**src/rtl/if_fetch_stage.sv**
```systemverilog
// if_fetch_stage: instruction-fetch stage between the PC register and the IF/ID boundary.
//
// Issues a synchronous instruction-memory read for pc_in every cycle the pipeline
// advances. It delivers {pc, instruction, valid} to IF/ID one cycle after the read
// returns. A one-entry hold buffer catches a read that is already in flight when a
// stall arrives, so that read is never lost. A flush squashes every wrong-path fetch.
//
// Ports:
//   CLK          in   system clock, all state on posedge
//   Reset        in   synchronous active-high reset
//   pc_in        in   current PC from the PC register
//   stall        in   hazard stall: hold IF/ID and PC
//   flush        in   branch/jump taken: squash wrong-path fetches
//   imem_addr    out  instruction-memory address (equals pc_in)
//   imem_req     out  read strobe; data returns on imem_rdata next cycle
//   imem_rdata   in   read data for the previous cycle's request
//   pc_write     out  PC register load enable
//   pc_plus4     out  pc_in + 4 (wraps modulo 2^32)
//   id_valid     out  IF/ID holds a real instruction
//   id_pc        out  PC of the IF/ID instruction
//   id_instr     out  IF/ID instruction word
//   instr_count  out  number of valid instructions loaded into IF/ID
module if_fetch_stage #(
    parameter logic [31:0] RESET_PC  = 32'h0000_0000,
    parameter logic [31:0] NOP_INSTR = 32'h0000_0000
) (
    input  logic        CLK,
    input  logic        Reset,
    input  logic [31:0] pc_in,
    input  logic        stall,
    input  logic        flush,
    output logic [31:0] imem_addr,
    output logic        imem_req,
    input  logic [31:0] imem_rdata,
    output logic        pc_write,
    output logic [31:0] pc_plus4,
    output logic        id_valid,
    output logic [31:0] id_pc,
    output logic [31:0] id_instr,
    output logic [31:0] instr_count
);
    typedef enum logic {RUN, HOLD} state_t;

    state_t      state_q, state_d;
    logic        req_valid_q, req_valid_d;
    logic [31:0] req_pc_q, req_pc_d;
    logic [31:0] hold_pc_q, hold_pc_d;
    logic [31:0] hold_instr_q, hold_instr_d;
    logic        id_valid_q, id_valid_d;
    logic [31:0] id_pc_q, id_pc_d;
    logic [31:0] id_instr_q, id_instr_d;
    logic [31:0] cnt_q, cnt_d;

    assign imem_addr   = pc_in;
    assign imem_req    = !Reset && !stall && !flush;
    // A flush must load the branch target even while the hazard unit stalls.
    assign pc_write    = !Reset && (flush || !stall);
    assign pc_plus4    = pc_in + 32'd4;
    assign id_valid    = id_valid_q;
    assign id_pc       = id_pc_q;
    assign id_instr    = id_instr_q;
    assign instr_count = cnt_q;

    always_comb begin
        state_d      = state_q;
        req_valid_d  = req_valid_q;
        req_pc_d     = req_pc_q;
        hold_pc_d    = hold_pc_q;
        hold_instr_d = hold_instr_q;
        id_valid_d   = id_valid_q;
        id_pc_d      = id_pc_q;
        id_instr_d   = id_instr_q;
        cnt_d        = cnt_q;
        if (flush) begin
            id_valid_d  = 1'b0;
            id_pc_d     = RESET_PC;
            id_instr_d  = NOP_INSTR;
            req_valid_d = 1'b0;
            state_d     = RUN;
        end else if (state_q == RUN) begin
            if (!stall) begin
                id_valid_d  = req_valid_q;
                id_pc_d     = req_pc_q;
                id_instr_d  = imem_rdata;
                req_valid_d = 1'b1;
                req_pc_d    = pc_in;
                cnt_d       = cnt_q + {31'b0, req_valid_q};
            end else begin
                // The read data returning now would be lost next cycle, so park it.
                if (req_valid_q) begin
                    hold_pc_d    = req_pc_q;
                    hold_instr_d = imem_rdata;
                    state_d      = HOLD;
                end
                req_valid_d = 1'b0;
            end
        end else if (!stall) begin
            id_valid_d  = 1'b1;
            id_pc_d     = hold_pc_q;
            id_instr_d  = hold_instr_q;
            req_valid_d = 1'b1;
            req_pc_d    = pc_in;
            state_d     = RUN;
            cnt_d       = cnt_q + 32'd1;
        end
    end

    always_ff @(posedge CLK) begin
        if (Reset) begin
            state_q      <= RUN;
            req_valid_q  <= 1'b0;
            req_pc_q     <= RESET_PC;
            hold_pc_q    <= RESET_PC;
            hold_instr_q <= NOP_INSTR;
            id_valid_q   <= 1'b0;
            id_pc_q      <= RESET_PC;
            id_instr_q   <= NOP_INSTR;
            cnt_q        <= 32'd0;
        end else begin
            state_q      <= state_d;
            req_valid_q  <= req_valid_d;
            req_pc_q     <= req_pc_d;
            hold_pc_q    <= hold_pc_d;
            hold_instr_q <= hold_instr_d;
            id_valid_q   <= id_valid_d;
            id_pc_q      <= id_pc_d;
            id_instr_q   <= id_instr_d;
            cnt_q        <= cnt_d;
        end
    end
endmodule
```
**config.mk**
```make
export PLATFORM = sky130hd
export DESIGN_NAME = if_fetch_stage
export DESIGN_NICKNAME = d
export VERILOG_FILES = /design/src/rtl/if_fetch_stage.sv
export SDC_FILE = /design/constraint.sdc
export NUM_CORES = 1
export LEC_CHECK = 0
export BUFFER_PORTS_ARGS = -buffer_cell sky130_fd_sc_hd__buf_2
export CAP_MARGIN = 25
export CORE_MARGIN = 3
export CORE_UTILIZATION = 58
export CTS_BUF_LIST = sky130_fd_sc_hd__clkbuf_8
export CTS_CLUSTER_DIAMETER = 50
export DETAILED_ROUTE_END_ITERATION = 8
export GPL_ROUTABILITY_DRIVEN = 1
export GPL_TIMING_DRIVEN = 0
export PLACE_DENSITY = 0.95
export SYNTH_ARGS = -nofsm -noshare
export SYNTH_HDL_FRONTEND = slang
export SYNTH_SLANG_ARGS = --single-unit
export TNS_END_PERCENT = 30
```
**constraint.sdc**
```tcl
create_clock -name CLK -period 4.38 [get_ports CLK]
set_clock_uncertainty 0.15 [all_clocks]
set_input_delay 1.095 -clock CLK [delete_from_list [all_inputs] [get_ports CLK]]
set_output_delay 1.095 -clock CLK [all_outputs]
set_load 0.01 [all_outputs]
```
* Word-level counts from Yosys, hierarchy flattened
Index checks and enable logic that the tools add are counted.
** Cells by class
- Add/subtract/negate cells :: 3
- Equality and inequality tests :: 1
- Mux-type cells :: 18
- Bitwise logic cells :: 3
- Reduce and logical (&&, ||, !) cells :: 10
** Operators by type and width (number)
- 2-to-1 mux 32 bit :: 9
- adder 32 x 1 -> 32 bit :: 1
- adder 32 x 1 -> 32 bit, second input constant :: 1
- adder 32 x 3 -> 32 bit, second input constant :: 1
- 2-to-1 mux 1 bit :: 9
- AND reduction 4 bit :: 1
- logical AND 1 bit :: 3
- zero test 1 bit :: 3
- NOT 1 bit :: 3
- inequality test 2 bit, second input constant :: 1
- AND reduction 2 bit :: 1
- OR reduction 2 bit :: 1
- logical OR 1 bit :: 1
** Word-level totals
- Register bits after elaboration :: 195
- Output and inout bits :: 163

* Logic depth before layout (Yosys ltp)
- Word-level depth :: 3
- Depth in mapped cells :: 11

* Worst setup path before layout
Ideal clock, no wire load.
- Kind :: input port to output port
- Start :: input port pc_in[6]
- End :: output port pc_plus4[26]
- Arrival :: 2.320 ns
- Data required time :: 3.135 ns
- Path slack :: 0.815 ns
- Cell stages on the path :: 4
- Buffers on the path :: 0
- Cell sequence :: nand3_1 > nor4_2 > nand4_1 > xnor2_1
** Between the ends
- Word-level cells in the longest chain between the ends :: 1
** RTL lines
- start: declaration :: line 29 : input logic [31:0] pc_in,
- adder 32 x 3 -> 32 bit :: line 58 : assign pc_plus4 = pc_in + 32'd4;
- end: declaration :: line 36 : output logic [31:0] pc_plus4,
Every way passes these cells.

* Worst setup path after layout
- Start :: input port Reset
- End :: output port imem_req
** Between the ends
- Word-level cells in the longest chain between the ends :: 3
** RTL lines
- start: declaration :: line 28 : input logic Reset,
- zero test 1 bit :: line 55 : assign imem_req = !Reset && !stall && !flush;
- logical AND 1 bit (2 in series) :: line 55
- end: declaration :: line 33 : output logic imem_req,
Every way passes these cells.

==> flow_summary.yaml <==
yosys:
  synth_area_um2: 8332
  ys_top_cells_by_area: "dfxtp_1, nand2_1, mux2i_1"
  synth_top_area_share_pct: 46.85
  synth_seq_cells: 195
  synthCells: 1012
  synthDistinctLibCells: 38
  yosysSeqAreaShare_pct: 46.85
  synth_top_area_cell: "dfxtp_1"
  yosys_warnings: 0
  syn_area_per_cell_um2: 8.233
  synthMostInstantiatedCell: "nand2_1"
  synthArstFlopShare_pct: 0
  synth-edff-count: 0
  synthesis.nets: 1083
  synth_common_cells: "nand2_1, dfxtp_1, a21oi_1"
  synth_ff_type: "dfxtp_1"
grt:
  grt_pass1_vias: 7682
  antenna_found_initial: 0
  track_usage_pct: 28.08
  grt_max_degree: 18
  grt_pass1_wl_mm: 36.70
  grt-ovfl-total: 0
setup_path:
  critPathLaunch: "Reset"
  arrival_ns: 2.93
  path_delay_family: "buffers and inverters"
  critPathSlowestCell: "clkbuf_1"
  crit_type: "input port to output port"
  path_max_fanout: 10
  end_kind: "output port"
  reg2regPathDepth: 11
  crit_cells: 7
  critPathMaxStageDelay_ns: 0.47
  r2r_slack_ns: 1.46
  crit_chain: "clkbuf_1, inv_1, nand2_1, clkbuf_1, clkbuf_1, inv_1, buf_2"
  crit_top_cell: "clkbuf_1"
  start_kind: "input port"
  critPathBufInv: 6
  cp_data_required_time_ns: 3.13
  reg2reg_from: "state_q"
floorplanning:
  start_util_pct: 59.56
  dieHeight_um: 125.9
  pin_count: 231
  design.die.area_um2: 15840
  core.rowCount: 43
  die_w_um: 125.9
  coreArea_um2: 13990
timing:
  setup_tns_ns: 0
  setup-violations-final: 0
  drv_slew: 0
  period_share_pct: 95.32
  rsz0062_at_grt: "no"
  max_slew_margin_pct: 32.14
  fin_crit_ns: 4.175
  hold_violations: 0
  clock.fmax_mhz: 239.5
  worst_pin_slew_ns: 1.009
placement:
  globalplace.congestion: 0.8834
  placedCellCount: 1421
  dp_hpwl_mm: 16.48
  io_buffer_count: 229
routing:
  wirelength_mm: 22.77
  drtIter0Drc: 619
  drtPass1Iterations: 5
  final_antenna_net_count: 0
  wl_per_cell_um: 15.67
  vias_per_cell: 5.538
  via_count: 8047
  drc: 0
pwr:
  finalPower_mw: 3.456
  ir_worst_vdd_mv: 0.2030
  power_leakage_nw: 4.007
  power_density_nw_per_um2: 340.0
clocking:
  cts_hold_buf: 0
  clk_pin_slew_worst_paths_ns: 0.08
  clock-sinks: 195
  post_cts_resized: 0
  h-tree-depth: 4
  numCtsBuffers: 17
  post-cts-setup-buffer-count: 0
  clk_path_buf_depth: 2
  worstSkewPairLatency_ns: 0.48
  cts_tree: "done"
  clockRootBuffer: "clkbuf_8"
finish:
  fill_cells: 1071
  regArea_um2: 3904
  multi_input_area_um2: 3869
  insertedDiodeCount: 0
  area_growth_pct: 22.00
  final_cells: 1453
  final_nets: 1331
  final_layout_size_suffix_gt1_share_pct: 24.43
worst_hold_path:
  hold_depth: 2
  hold_class: "flip-flop to flip-flop"
  min-delay-start: "id_instr[27]"
flow_run:
  cap_violations: 0
status:
  status: "complete, no violations"
## worst paths after layout
path	to
min	id_instr[27]
max	imem_req
min reg2reg	id_instr[27]
max reg2reg	instr_count[30]
## sequential cells by signal, indices dropped and copies added, names as in the netlist
signal,flops
hold_instr_q,32
id_instr,32
req_valid_q,1
id_pc,32
state_q,1
hold_pc_q,32
id_valid,1
req_pc_q,32
instr_count,32
## metrics by stage
stage | instance area, um2 | worst slack, ns | hold slack, ns | util, %
after floorplan | 8332 | 0.8155 | 0.2860 | -
after global placement | 9703 | 0.2540 | 0.2804 | 69.36
final | 10160 | 0.2049 | 0.3053 | 72.67
after CTS | 10160 | 0.2128 | 0.3089 | 72.67
after detailed placement | 9703 | 0.2404 | 0.2885 | 69.36
after global routing | 10160 | 0.06739 | 0.3247 | 72.67
## report_power, final
part	internal [mW]	switching (mW)	leakage, nW
Clock	0.686	0.649	0.233
Combinational	0.119	0.178	2.20
Sequential	1.80	0.0205	1.58
Total	2.61	0.848	4.01
## kinds of logic after synthesis
group	Yosys count	share of synthesized area, %
compound gates	200	12.57
xor+xnor	36	3.784
fa+ha+maj	3	0.4506
buf+inv	110	6.713
flops	195	46.85
mux	68	8.229
simple gates	400	21.40
## layout make-up
class / count / share of cell area [%]
Sequential cell: 195 / 38.40
Multi-Input combinational cell: 707 / 38.06
Timing Repair Buffer: 229 / 11.28
Buffer: 101 / 5.170
Clock buffer: 17 / 2.302
Clock inverter: 15 / 2.240
Tap cell: 180 / 2.216
Inverter: 9 / 0.3324
## layout by cell type (no fill, tap or decap), drive strengths merged, types with 2 or more instances in the layout
cell    instances
xor2           11
buf           280
mux2i          64
and2            5
nor2           19
clkinv          4
or4            16
nor2b           5
dfxtp         195
nand3          21
ha              3
nand4          24
nand2         280
clkbuf         67
nor3            5
or3             2
mux2            4
a21oi         115
o21ai          67
and4            6
bufinv          5
nor4            8
xnor2          25
inv            14
o31ai          15
and3            6
## worst register-to-register path, cell delays in order, from the launching register on
cell and delay [ns]:
dfxtp_1 0.32, clkbuf_1 0.20, buf_2 0.31, nor2_1 0.09, inv_1 0.11, ha_1 0.22, ha_1 0.28, and2_1 0.16
nand4_1 0.16, buf_2 0.23, or4_1 0.48, a21oi_1 0.15
## routing by layer
layer  part of all wire [%]  GRT usage, %  up-vias
met4                    3.2         11.61        0
met1                     42         35.32     3732
li1                       -             -     3908
met5                      0             0        -
met3                    6.9         4.792       59
met2                     48         47.99      348
Power figures use the tool's default switching activity.
